[config.mk]
export PLATFORM = sky130hd
export DESIGN_NAME = telemetry_framer_flat
export DESIGN_NICKNAME = d
export VERILOG_FILES = /design/src/rtl/telemetry_framer_if.sv /design/src/rtl/telemetry_framer.sv /design/src/flat_wrapper.sv
export SDC_FILE = /design/constraint.sdc
export NUM_CORES = 1
export LEC_CHECK = 0
export ABC_AREA = 1
export BUFFER_PORTS_ARGS = -buffer_cell sky130_fd_sc_hd__buf_2
export CAP_MARGIN = 10
export CORE_ASPECT_RATIO = 0.6
export CORE_MARGIN = 5
export CORE_UTILIZATION = 49
export CTS_BUF_LIST = sky130_fd_sc_hd__clkbuf_4
export DETAILED_ROUTE_END_ITERATION = 12
export PLACE_DENSITY_LB_ADDON = 0.12
export SLEW_MARGIN = 5
export SYNTH_ARGS = -nofsm -noshare
export SYNTH_HDL_FRONTEND = slang
export SYNTH_SLANG_ARGS = --single-unit
[constraint.sdc]
create_clock -name clk -period 6.39 [get_ports clk]
set_clock_uncertainty 0.2 [all_clocks]
set_input_delay 0.9585 -clock clk [delete_from_list [all_inputs] [get_ports clk]]
set_output_delay 0.9585 -clock clk [all_outputs]
set_load 0.005 [all_outputs]
[src/rtl/telemetry_framer_if.sv]
// Byte handshake between the telemetry framer and the serial_tx byte transmitter.
interface telemetry_framer_if;
  logic [7:0] data_tx;
  logic       new_data_tx;
  logic       tx_busy;
  logic       tx_block;

  modport master (
    output data_tx,
    output new_data_tx,
    input  tx_busy,
    input  tx_block
  );

  modport slave (
    input  data_tx,
    input  new_data_tx,
    output tx_busy,
    output tx_block
  );
endinterface

[src/rtl/telemetry_framer.sv]
// Snapshots altimeter/gyro fields into a 19-byte frame and streams it to serial_tx,
// started by an external trigger or an internal periodic tick.
module telemetry_framer #(
  parameter int PERIOD_CYCLES = 500000,
  parameter int PERIOD_W      = 19
) (
  input  logic                 clk,
  input  logic                 rst,
  input  logic                 trigger,
  input  logic                 clr_overrun,
  input  logic [19:0]          pressure,
  input  logic [19:0]          temp,
  input  logic [19:0]          roll,
  input  logic [19:0]          pitch,
  input  logic [19:0]          yaw,
  telemetry_framer_if.master   tx,
  output logic                 frame_active,
  output logic                 overrun,
  output logic [7:0]           seq
);

  localparam logic [PERIOD_W-1:0] PERIOD_LAST =
    (PERIOD_CYCLES > 0) ? PERIOD_W'(PERIOD_CYCLES - 1) : '0;
  localparam logic [4:0] LAST_IDX = 5'd18;

  typedef enum logic [1:0] {IDLE, ISSUE, HOLD, WAIT} state_t;

  state_t            state;
  logic [PERIOD_W-1:0] period_cnt;
  logic              tick;
  logic              request;
  logic [4:0]        byte_idx;
  logic [7:0]        cur_byte;
  logic [7:0]        csum;
  logic [7:0]        snap_seq;
  logic [19:0]       snap_pressure;
  logic [19:0]       snap_temp;
  logic [19:0]       snap_roll;
  logic [19:0]       snap_pitch;
  logic [19:0]       snap_yaw;

  // Free-running period counter; held at zero when periodic requests are disabled.
  always_ff @(posedge clk or posedge rst) begin
    if (rst) begin
      period_cnt <= '0;
    end else if ((PERIOD_CYCLES == 0) || (period_cnt == PERIOD_LAST)) begin
      period_cnt <= '0;
    end else begin
      period_cnt <= period_cnt + PERIOD_W'(1);
    end
  end

  assign tick    = (PERIOD_CYCLES != 0) && (period_cnt == PERIOD_LAST);
  assign request = trigger | tick;

  always_comb begin
    cur_byte = 8'h00;
    case (byte_idx)
      5'd0:    cur_byte = 8'hA5;
      5'd1:    cur_byte = 8'h5A;
      5'd2:    cur_byte = snap_seq;
      5'd3:    cur_byte = {4'h0, snap_pressure[19:16]};
      5'd4:    cur_byte = snap_pressure[15:8];
      5'd5:    cur_byte = snap_pressure[7:0];
      5'd6:    cur_byte = {4'h0, snap_temp[19:16]};
      5'd7:    cur_byte = snap_temp[15:8];
      5'd8:    cur_byte = snap_temp[7:0];
      5'd9:    cur_byte = {4'h0, snap_roll[19:16]};
      5'd10:   cur_byte = snap_roll[15:8];
      5'd11:   cur_byte = snap_roll[7:0];
      5'd12:   cur_byte = {4'h0, snap_pitch[19:16]};
      5'd13:   cur_byte = snap_pitch[15:8];
      5'd14:   cur_byte = snap_pitch[7:0];
      5'd15:   cur_byte = {4'h0, snap_yaw[19:16]};
      5'd16:   cur_byte = snap_yaw[15:8];
      5'd17:   cur_byte = snap_yaw[7:0];
      5'd18:   cur_byte = csum;
      default: cur_byte = 8'h00;
    endcase
  end

  // HOLD masks tx_busy for one cycle because serial_tx raises busy a cycle after the strobe.
  always_ff @(posedge clk or posedge rst) begin
    if (rst) begin
      state          <= IDLE;
      tx.data_tx     <= 8'h00;
      tx.new_data_tx <= 1'b0;
      frame_active   <= 1'b0;
      overrun        <= 1'b0;
      seq            <= 8'h00;
      byte_idx       <= 5'd0;
      csum           <= 8'h00;
      snap_seq       <= 8'h00;
      snap_pressure  <= '0;
      snap_temp      <= '0;
      snap_roll      <= '0;
      snap_pitch     <= '0;
      snap_yaw       <= '0;
    end else begin
      tx.new_data_tx <= 1'b0;

      if (request && frame_active) begin
        overrun <= 1'b1;
      end else if (clr_overrun) begin
        overrun <= 1'b0;
      end

      case (state)
        IDLE: begin
          if (request) begin
            snap_seq      <= seq;
            snap_pressure <= pressure;
            snap_temp     <= temp;
            snap_roll     <= roll;
            snap_pitch    <= pitch;
            snap_yaw      <= yaw;
            csum          <= 8'h00;
            byte_idx      <= 5'd0;
            frame_active  <= 1'b1;
            state         <= ISSUE;
          end
        end
        ISSUE: begin
          if (!tx.tx_busy && !tx.tx_block) begin
            tx.data_tx     <= cur_byte;
            tx.new_data_tx <= 1'b1;
            if ((byte_idx >= 5'd2) && (byte_idx <= 5'd17)) begin
              csum <= csum + cur_byte;
            end
            state <= HOLD;
          end
        end
        HOLD: begin
          state <= WAIT;
        end
        WAIT: begin
          if (!tx.tx_busy) begin
            if (byte_idx == LAST_IDX) begin
              seq          <= seq + 8'd1;
              frame_active <= 1'b0;
              state        <= IDLE;
            end else begin
              byte_idx <= byte_idx + 5'd1;
              state    <= ISSUE;
            end
          end
        end
        default: begin
          state <= IDLE;
        end
      endcase
    end
  end

endmodule

[src/flat_wrapper.sv]
// flat-port wrapper written by rule: the top's interface ports become plain ports
module telemetry_framer_flat 
#(
  parameter int PERIOD_CYCLES = 500000,
  parameter int PERIOD_W      = 19
)
  (clk, rst, trigger, clr_overrun, pressure, temp, roll, pitch, yaw, frame_active, overrun, seq, tx_data_tx, tx_new_data_tx, tx_tx_busy, tx_tx_block);
  telemetry_framer_if tx_i ();
  input  logic clk;
  input  logic rst;
  input  logic trigger;
  input  logic clr_overrun;
  input  logic [19:0] pressure;
  input  logic [19:0] temp;
  input  logic [19:0] roll;
  input  logic [19:0] pitch;
  input  logic [19:0] yaw;
  output logic frame_active;
  output logic overrun;
  output logic [7:0] seq;
  output wire logic [$bits(tx_i.data_tx)-1:0] tx_data_tx;
  output wire logic [$bits(tx_i.new_data_tx)-1:0] tx_new_data_tx;
  input wire logic [$bits(tx_i.tx_busy)-1:0] tx_tx_busy;
  input wire logic [$bits(tx_i.tx_block)-1:0] tx_tx_block;
  assign tx_data_tx = tx_i.data_tx;
  assign tx_new_data_tx = tx_i.new_data_tx;
  assign tx_i.tx_busy = tx_tx_busy;
  assign tx_i.tx_block = tx_tx_block;
  telemetry_framer #(.PERIOD_CYCLES(PERIOD_CYCLES), .PERIOD_W(PERIOD_W)) u_core (.clk(clk), .rst(rst), .trigger(trigger), .clr_overrun(clr_overrun), .pressure(pressure), .temp(temp), .roll(roll), .pitch(pitch), .yaw(yaw), .tx(tx_i), .frame_active(frame_active), .overrun(overrun), .seq(seq));
endmodule
# Word-level counts from Yosys, hierarchy flattened

Index checks and enable logic that the tools add are counted.
W data, S select, Z words.

Flip-flop bits (word level): 161
Word-level logic and storage cells: 91

Add/subtract/negate cells: 4
$lt $le $gt $ge: 2
Eq/ne operators: 28
Mux-type cells: 23
Bitwise gates (word level): 2
Reductions and logical operators: 17

Operator list:

| kind                    | number |
|---|---|
| $pmux W8 S19            | 1 |
| $eq A5 B4 Y1 const B    | 8 |
| $mux W8                 | 3 |
| $eq A5 B3 Y1 const B    | 4 |
| $add A19 B1 Y19 const B | 1 |
| $eq A19 B19 Y1 const B  | 1 |
| $mux W19                | 1 |
| $pmux W8 S2             | 1 |
| $eq A5 B5 Y1 const B    | 3 |
| $mux W5                 | 3 |
| $reduce_and A4 Y1       | 3 |
| $eq A5 B2 Y1 const B    | 2 |
| $pmux W5 S2             | 1 |
| $add A8 B1 Y8 const B   | 1 |
| $add A8 B8 Y8           | 1 |
| $mux W1                 | 8 |
| $ne A2 B1 Y1 const B    | 4 |
| $pmux W2 S4             | 1 |
| $mux W2                 | 3 |
| $reduce_and A3 Y1       | 2 |
| $reduce_bool A2 Y1      | 3 |
| $add A5 B1 Y5 const B   | 1 |
| $eq A5 B1 Y1 const B    | 1 |
| $ge A5 B2 Y1 const B    | 1 |
| 12 further kinds        | 18 |

# Logic depth before layout (Yosys ltp)

Gate-level depths: netlist of run 1.

Depth in word-level cells: 6
Depth in mapped cells: 19
Mapped depth without buffers: 19

# Worst setup path after synthesis of run 1

OpenSTA, ideal clock, no wires.

Path kind: flip-flop to flip-flop
From: register u_core.byte_idx[0]
To: register u_core.csum[5]
Data arrival time: 2.747 ns
Path slack: 3.326 ns
Stages on the path, launching flop included: 19
Buffers on the path: 0
Period minus slack after synthesis: 3.064 ns
Cells stage by stage: dfrtp_1 > inv_1 > ha_1 > inv_1 > nor2_1 > nand2_1 > inv_1 > nand2_1 > nand2_1 > nor2_1 > o211ai_1 > or2_2 > ha_1 > a21oi_1 > or2_2 > nand3_1 > or2_2 > nand3_1 > nand2_1

Cells in the longest elaborated chain, start to end: 6
Elaborated cells between the ends (all ways): 29

RTL lines:

| element                                    | line                    | text |
|---|---|---|
| from (decl)                                | telemetry_framer.sv:32  | `logic [4:0] byte_idx;` |
| from (signal assigned)                     | telemetry_framer.sv:143 | `byte_idx <= byte_idx + 5'd1;` |
| $eq A5 B5 Y1, or another cell as far along | telemetry_framer.sv:58  | `case (byte_idx)` |
| $pmux W8 S19 *                             | telemetry_framer.sv:58  |  |
| net u_core.cur_byte[2]                     | telemetry_framer.sv:33  | `logic [7:0] cur_byte;` |
| $add A8 B8 Y8 *                            | telemetry_framer.sv:128 | `csum <= csum + cur_byte;` |
| $mux W8 *                                  | telemetry_framer.sv:127 | `if ((byte_idx >= 5'd2) && (byte_idx <= 5'd17)) begin` |
| $mux W8 *                                  | telemetry_framer.sv:124 | `if (!tx.tx_busy && !tx.tx_block) begin` |
| $pmux W8 S2 *                              | telemetry_framer.sv:108 | `case (state)` |
| to (signal assigned)                       | telemetry_framer.sv:128 |  |
| to (decl)                                  | telemetry_framer.sv:34  | `logic [7:0] csum;` |

Mark *: on every way through the listed nets, which the timed path passes. The rest lies on a longest branch. The select of a mux whose other input is x is not followed.
A chain may end at the register's enable or synchronous reset.

# Worst setup path in the final report of run 1

From: register u_core.period_cnt[0]
To: register u_core.snap_yaw[13]

Cells in the longest elaborated chain, start to end: 3

RTL lines:

| element                            | line                    | text |
|---|---|---|
| from (decl)                        | telemetry_framer.sv:29  | `logic [PERIOD_W-1:0] period_cnt;` |
| from (signal assigned)             | telemetry_framer.sv:49  | `period_cnt <= period_cnt + PERIOD_W'(1);` |
| $eq A19 B19 Y1                     | telemetry_framer.sv:53  | `assign tick = (PERIOD_CYCLES != 0) && (period_cnt == PERIOD_LAST);` |
| $or A1 B1 Y1                       | telemetry_framer.sv:54  | `assign request = trigger \| tick;` |
| $reduce_and A2 Y1 (no source line) | n/a                     |  |
| to (signal assigned)               | telemetry_framer.sv:116 | `snap_yaw <= yaw;` |
| to (decl)                          | telemetry_framer.sv:40  | `logic [19:0] snap_yaw;` |

No other way between the ends.

==> results of run 1 <==
## cells by family (layout without fill, tap and decap cells)
logic type	count (synthesis)	in the layout
compound gates	133	133
fa+ha+maj	18	18
simple gates	532	532
xor+xnor	15	15
buf+inv	146	275
flops	161	161
## state kept, by name, summed over array words and instances (netlist names), 2 cells and up
register / count
u_core.byte_idx: 5
u_core.csum: 8
u_core.period_cnt: 19
u_core.seq: 8
u_core.snap_pitch: 20
u_core.snap_pressure: 20
u_core.snap_roll: 20
u_core.snap_seq: 8
u_core.snap_temp: 20
u_core.snap_yaw: 20
u_core.state: 2
u_core.tx.data_tx: 8
## cell usage after synthesis, types with 2 or more instances
cell type,instances,share of area [%]
xor2_1,12,1.3
a22o_1,4,0.44
nand4_1,21,1.6
nor3b_1,2,0.19
inv_1,113,5.3
nand2_1,377,18
nand2_2,3,0.23
buf_6,9,1.3
o211ai_1,4,0.37
buf_2,5,0.31
nor3_1,10,0.62
buf_4,6,0.56
nor4_1,2,0.16
a21o_1,2,0.19
ha_1,17,2.6
nand3_1,41,2.6
inv_2,2,0.093
a211oi_1,9,0.84
o21ai_2,9,0.98
o31ai_1,2,0.19
nor2_1,62,2.9
dfrtp_1,161,50
nand3b_1,2,0.19
xnor2_1,3,0.33
or2_2,4,0.31
a21oi_1,14,0.87
o22ai_1,18,1.4
clkbuf_1,9,0.42
nor2_2,3,0.23
o21ai_0,37,2.3
o21ai_1,31,1.9
## power by group through the flow
stage               clock [mW]  sequential, mW  combinational [mW]
finish                   0.657            1.60                1.23
detailed placement           0            1.61                1.22
global route             0.712            1.64                1.41
floorplan                    0            1.55               0.933
CTS                      0.668            1.59                1.23
global placement             0            1.61                1.21
## critical path, stage by stage (launching register included)
cell and delay (ps):
dfrtp_1 510, ha_1 270, nand2_2 90, nor2_2 180, inv_2 60, nor2_1 140
nand2_2 120, nand2_2 110, nand2_4 380, inv_4 780, buf_4 650, nand2_1 150
o21ai_2 80
## layout make-up
type                    count  area share (%)
flip-flops and latches    161            44.6
multi-input cells         698            37.1
repair buffers            127            7.12
inverters                 116            4.91
well taps                 209            2.90
clock inverters            14            1.87
clock buffers              18            1.50
## per-stage QoR
step                instance area, µm²  util, %  setup slack (ps)
floorplan                         8040        -               883
CTS                               9030     55.8              2500
global route                      9030     55.8              2110
detailed placement                8730     54.0              2540
global placement                  8730     54.0              2590
finish                            9030     55.8              2530
## worst paths after layout
kind                                                  start                          endpoint  slack [ps]
min in group asynchronous                               rst   u_core.period_cnt[13]$_DFF_PP0_         360
max                          u_core.period_cnt[0]$_DFF_PP0_   u_core.snap_yaw[13]$_DFFE_PP0P_        2530
max reg2reg                  u_core.period_cnt[0]$_DFF_PP0_   u_core.snap_yaw[13]$_DFFE_PP0P_        2530
max in group asynchronous                               rst  u_core.snap_pitch[7]$_DFFE_PP0P_        4300
min                        u_core.tx.data_tx[3]$_DFFE_PP0P_  u_core.tx.data_tx[3]$_DFFE_PP0P_         300
min reg2reg                u_core.tx.data_tx[3]$_DFFE_PP0P_  u_core.tx.data_tx[3]$_DFFE_PP0P_         300
## per-layer routing
metal  vias to the layer above  global-route usage, %  wire, µm
li1                       3441                      -         -
met1                      3223                   39.9     11700
met2                       279                   31.9      8570
met3                        22                   6.24      1890
met4                         0                   4.76       201
met5                         -                      0         0
==> reports/qor.yml, run 1 <==
p_leak_nw: 4.80
async_flop_share_pct: 100
worst-endpoint-arrival_ps: 4160
drive_above_1_share_pct: 16.4
finalCriticalPeriod_ps: 3860
dpl.cell_count: 1311
cellPowerDensity_nw_per_um2: 387
post_synthesis_xor_xnor_area_fraction_pct: 1.64
synth.cell_area_um2: 8040
worst-r2r-cell-count: 12
root_buffer: "clkbuf_4"
n_antenna_cell: 0
grt_antenna_before_repair: 0
whs_path_depth: 2
routed_wl_mm: 22.3
timing.critical_path.to_type: "flip-flop"
synthesis.nets: 1129
global_route.usage.total_pct: 24.4
swShare_pct: 40.9
route.detailed.wl_per_inst_um: 16.6
firstDrtPassIters: 5
synth-adder-area-share_pct: 2.90
htree_depth: 4
clkLatencyLatePin_ps: 580
via_count: 6965
max-slew-margin-rel_pct: 41.4
placementRows: 36
mostFrequentLayoutCells: "nand2_1 (377), dfrtp_1 (161), buf_2 (124), inv_1 (112), nor2_1 (62)"
final_antenna_net_count: 0
final_routed_drc_violation_total: 0
power_frac_seq_pct: 45.8
final-setup-viol-count: 0
die_w_um: 175
total_die_area_um2: 19100
detail_route.iter0.violations: 624
path_clk_slew_ps: 150
min-delay-path-class: "flip-flop to flip-flop"
post_synthesis_instance_total: 1005
multi_input_gate_area_um2: 3350
hold_buffers: 0
max_clock_freq_ghz: 0.259
clkSinkCount: 161
maxCapViolations: 0
place.detailed.hpwl_mm: 16.9
combinational_family_with_the_most_area_after_synthesis: "simple AND/OR/NAND/NOR gates"
unrepaired_setup_endpoints_after_global_routing: "false"
power_share_of_the_clock_group_pct: 18.8
critical_path.max_fanout: 88
net-switching-power_mw: 1.43
startpoint_type: "flip-flop"
syn2layout_area_growth_pct: 12.4
fill_cells: 1560
vdd_drop_max_mv: 0.174
synth_edf_count: 0
synthSimpleGateAreaFrac_pct: 27.3
worst_ep_required_time_ps: 6690
port_buffers: 124
grt_first_pass_wirelength_mm: 36.1
grt_start_max_net_pins: 101
timing.final.crit_share_pct: 60.4
die_h_um: 109
tritoncts.num_buffers: 17
cellInternalPower_mw: 2.06
post_synth_num_cell_types: 42
setup.worst_path.class: "flip-flop to flip-flop"
sequential_cell_area_um2: 4030
clk_path_buf_depth: 2
run_status: "finished clean"
hold_ws_ps: 298
final_net_count: 1245
start_util_pct: 49.7
post_synth_mux_area_share_pct: 0
synth_seq_area_share_pct: 50.1
place_congestion: 0.932
core_footprint_um2: 16200
synth_compound_gate_area_share_pct: 9.83
cts_tree: "built"
final-max-slew-violation-count: 0
post_cts_resize_count: 0
cts.repair_timing.setup_buffer_count: 0
setup_tns_ps: 0
first_global_vias: 6595
worstMarginPinSlew_ps: 878
num_io_pins: 125
comb_pwr_share_pct: 35.4
avgSynthCellArea_um2: 8.00
ys_ff_latch: 161
fin_cells: 1343
synth_warnings: 0
final_common_cell: "nand2_1"
report.power.total_mw: 3.49
final_hold_viol_count: 0
overflow: 0
postSynth.topFlopCell: "dfrtp_1"
vias_per_cell: 5.19
No activity file was read; power rests on OpenSTA's default activity.
==> inputs of run 2 (changes only) <==
Clock period 6.39 ns to 3.57 ns, I/O delays scaled along.
==> run 2 against run 1 <==
Effect of this change:
- cell area is 13% higher
- sequential cell count is the same
- largest power group unchanged
- total power rose by 82%
- critical path type unchanged
==> reports/qor.yml, run 2 (synthesis results as in run 1) <==
run_status: "finished clean"  # unchanged
clkLatencyLatePin_ps: 580  # about the same
unrepaired_setup_endpoints_after_global_routing: "false"  # unchanged
global_route.usage.total_pct: 26.1  # was 24.4%
cellPowerDensity_nw_per_um2: 624  # was 387 nW/µm²
via_count: 7461  # was 6965
grt_first_pass_wirelength_mm: 38.5  # was 36.1 mm
die_h_um: 109  # unchanged
max_clock_freq_ghz: 0.291  # was 0.259 GHz
report.power.total_mw: 6.35  # was 3.49 mW
route.detailed.wl_per_inst_um: 16.7  # was 16.6 µm
tritoncts.num_buffers: 17  # unchanged
timing.critical_path.to_type: "flip-flop"  # unchanged
timing.final.crit_share_pct: 96.3  # was 60.4%
startpoint_type: "flip-flop"  # unchanged
fin_cells: 1455  # was 1343
syn2layout_area_growth_pct: 26.7  # was 12.4%
p_leak_nw: 5.28  # was 4.80 nW
detail_route.iter0.violations: 734  # was 624
root_buffer: "clkbuf_4"  # unchanged
min-delay-path-class: "primary input to flip-flop"  # was flip-flop to flip-flop
num_io_pins: 125  # unchanged
grt_start_max_net_pins: 76  # was 101
setup_tns_ps: 0  # unchanged
drive_above_1_share_pct: 16.7  # was 16.4%
core_footprint_um2: 16200  # unchanged
hold_ws_ps: 42.5  # was 298 ps
final_routed_drc_violation_total: 0  # unchanged
path_clk_slew_ps: 150  # about the same
dpl.cell_count: 1323  # was 1311
place.detailed.hpwl_mm: 17.6  # was 16.9 mm
final_hold_viol_count: 0  # unchanged
grt_antenna_before_repair: 0  # unchanged
total_die_area_um2: 19100  # unchanged
critical_path.max_fanout: 7  # was 88
routed_wl_mm: 24.3  # was 22.3 mm
first_global_vias: 7127  # was 6595
final_common_cell: "nand2_1"  # unchanged
mostFrequentLayoutCells: "nand2_1 (375), dfrtp_1 (159), buf_2 (124), inv_1 (112), dlygate4sd3_1 (100)"  # was nand2_1 (377), dfrtp_1 (161), buf_2 (124), inv_1 (112), nor2_1 (62)
place_congestion: 0.948  # was 0.932
die_w_um: 175  # unchanged
start_util_pct: 49.7  # unchanged
cts_tree: "built"  # unchanged
worst-endpoint-arrival_ps: 3700  # was 4160 ps
final-setup-viol-count: 0  # unchanged
final-max-slew-violation-count: 0  # unchanged
n_antenna_cell: 0  # unchanged
setup.worst_path.class: "flip-flop to flip-flop"  # unchanged
htree_depth: 4  # unchanged
max-slew-margin-rel_pct: 51.1  # was 41.4%
final_net_count: 1357  # was 1245
overflow: 0  # unchanged
final_antenna_net_count: 0  # unchanged
vias_per_cell: 5.13  # was 5.19
worst_ep_required_time_ps: 3830  # was 6690 ps
vdd_drop_max_mv: 0.263  # was 0.174 mV
firstDrtPassIters: 7  # was 5
maxCapViolations: 0  # unchanged
layout.core_utilization_pct: 62.9  # was 55.8%
placementRows: 36  # unchanged
finalCriticalPeriod_ps: 3440  # was 3860 ps
clk_path_buf_depth: 2  # unchanged
cts.repair_timing.setup_buffer_count: 0  # unchanged
port_buffers: 124  # unchanged
clkSinkCount: 161  # unchanged
worstMarginPinSlew_ps: 733  # was 878 ps
## run 2: changes by cell type in the layout (fill, tap and decap cells not counted), moves of 3 or more
cell           change
buf_12             +3
nor2_2             +3
buf_4              +9
dlygate4sd3_1    +100
nor2_1             -5
inv_8              +3
clkinv_8           +3
## run 2: cell type report
cell class | instances | area (µm²)
Clock inverter | 15 | 163
Timing Repair Buffer | 239 | 1770
Sequential cell | 161 | 4030
Tap cell | 209 | 262
Inverter | 116 | 442
Fill cell | 1399 | 5990
Multi-Input combinational cell | 698 | 3380
Clock buffer | 17 | 128
## run 2: final timing paths
| path | end | slack [ps] | startpoint | cells after the start |
|---|---|---|---|---|
| setup / recovery | u_core.csum[6]$_DFFE_PP0P_ | 130 | u_core.byte_idx[1]$_DFFE_PP0P_ | 16 |
| hold / removal | u_core.snap_yaw[19]$_DFFE_PP0P_ | 40 | yaw[19] | 3 |
| setup reg to reg | u_core.csum[6]$_DFFE_PP0P_ | 130 | u_core.byte_idx[1]$_DFFE_PP0P_ | 16 |
| hold reg to reg | u_core.tx.data_tx[5]$_DFFE_PP0P_ | 300 | u_core.tx.data_tx[5]$_DFFE_PP0P_ | 2 |
| max in group asynchronous | u_core.snap_roll[18]$_DFFE_PP0P_ | 1920 | rst | 4 |
| min in group asynchronous | u_core.period_cnt[9]$_DFF_PP0_ | 390 | rst | 3 |
## run 2: worst max-delay path, cell delays in order (launching register included)
cell and delay (ps):
dfrtp_2 480, ha_1 250, inv_1 120, nor2_1 120, nand2_2 180, nor2_1 90
a211oi_2 270, nand4_1 250, ha_1 300, fa_1 420, nand3_1 90, nand2_1 80
nand2_1 70, nand2_1 60, a21oi_1 150, xor2_1 160, o21ai_1 80
## run 2: repair_timing
item / in CTS / in global routing
resized for setup: 1 / 11
hold buffers: 100 / 0
hold endpoints to repair: 127 / 0
pin swaps: 0 / 1
endpoints found under the setup margin: 1 / 3
## run 2: power breakdown
group	internal, mW	switching, mW	total, mW
combinational	0.869	1.46	2.32
clock	0.326	0.788	1.11
sequential	2.48	0.424	2.91
## run 2: metrics by stage
stage	cell area [µm²]	setup WS [ps]
after global routing	10200	22.5
after detailed placement	8850	18.4
after floorplan	8040	506
after global placement	8850	93.8
after CTS	10100	30.6
final	10200	132
## run 2: routing by layer
metal	global-route usage (%)	share of wire (%)
met5	0	0
met4	4.87	0.84
met1	39.6	49
met3	6.69	8.5
met2	38.0	42
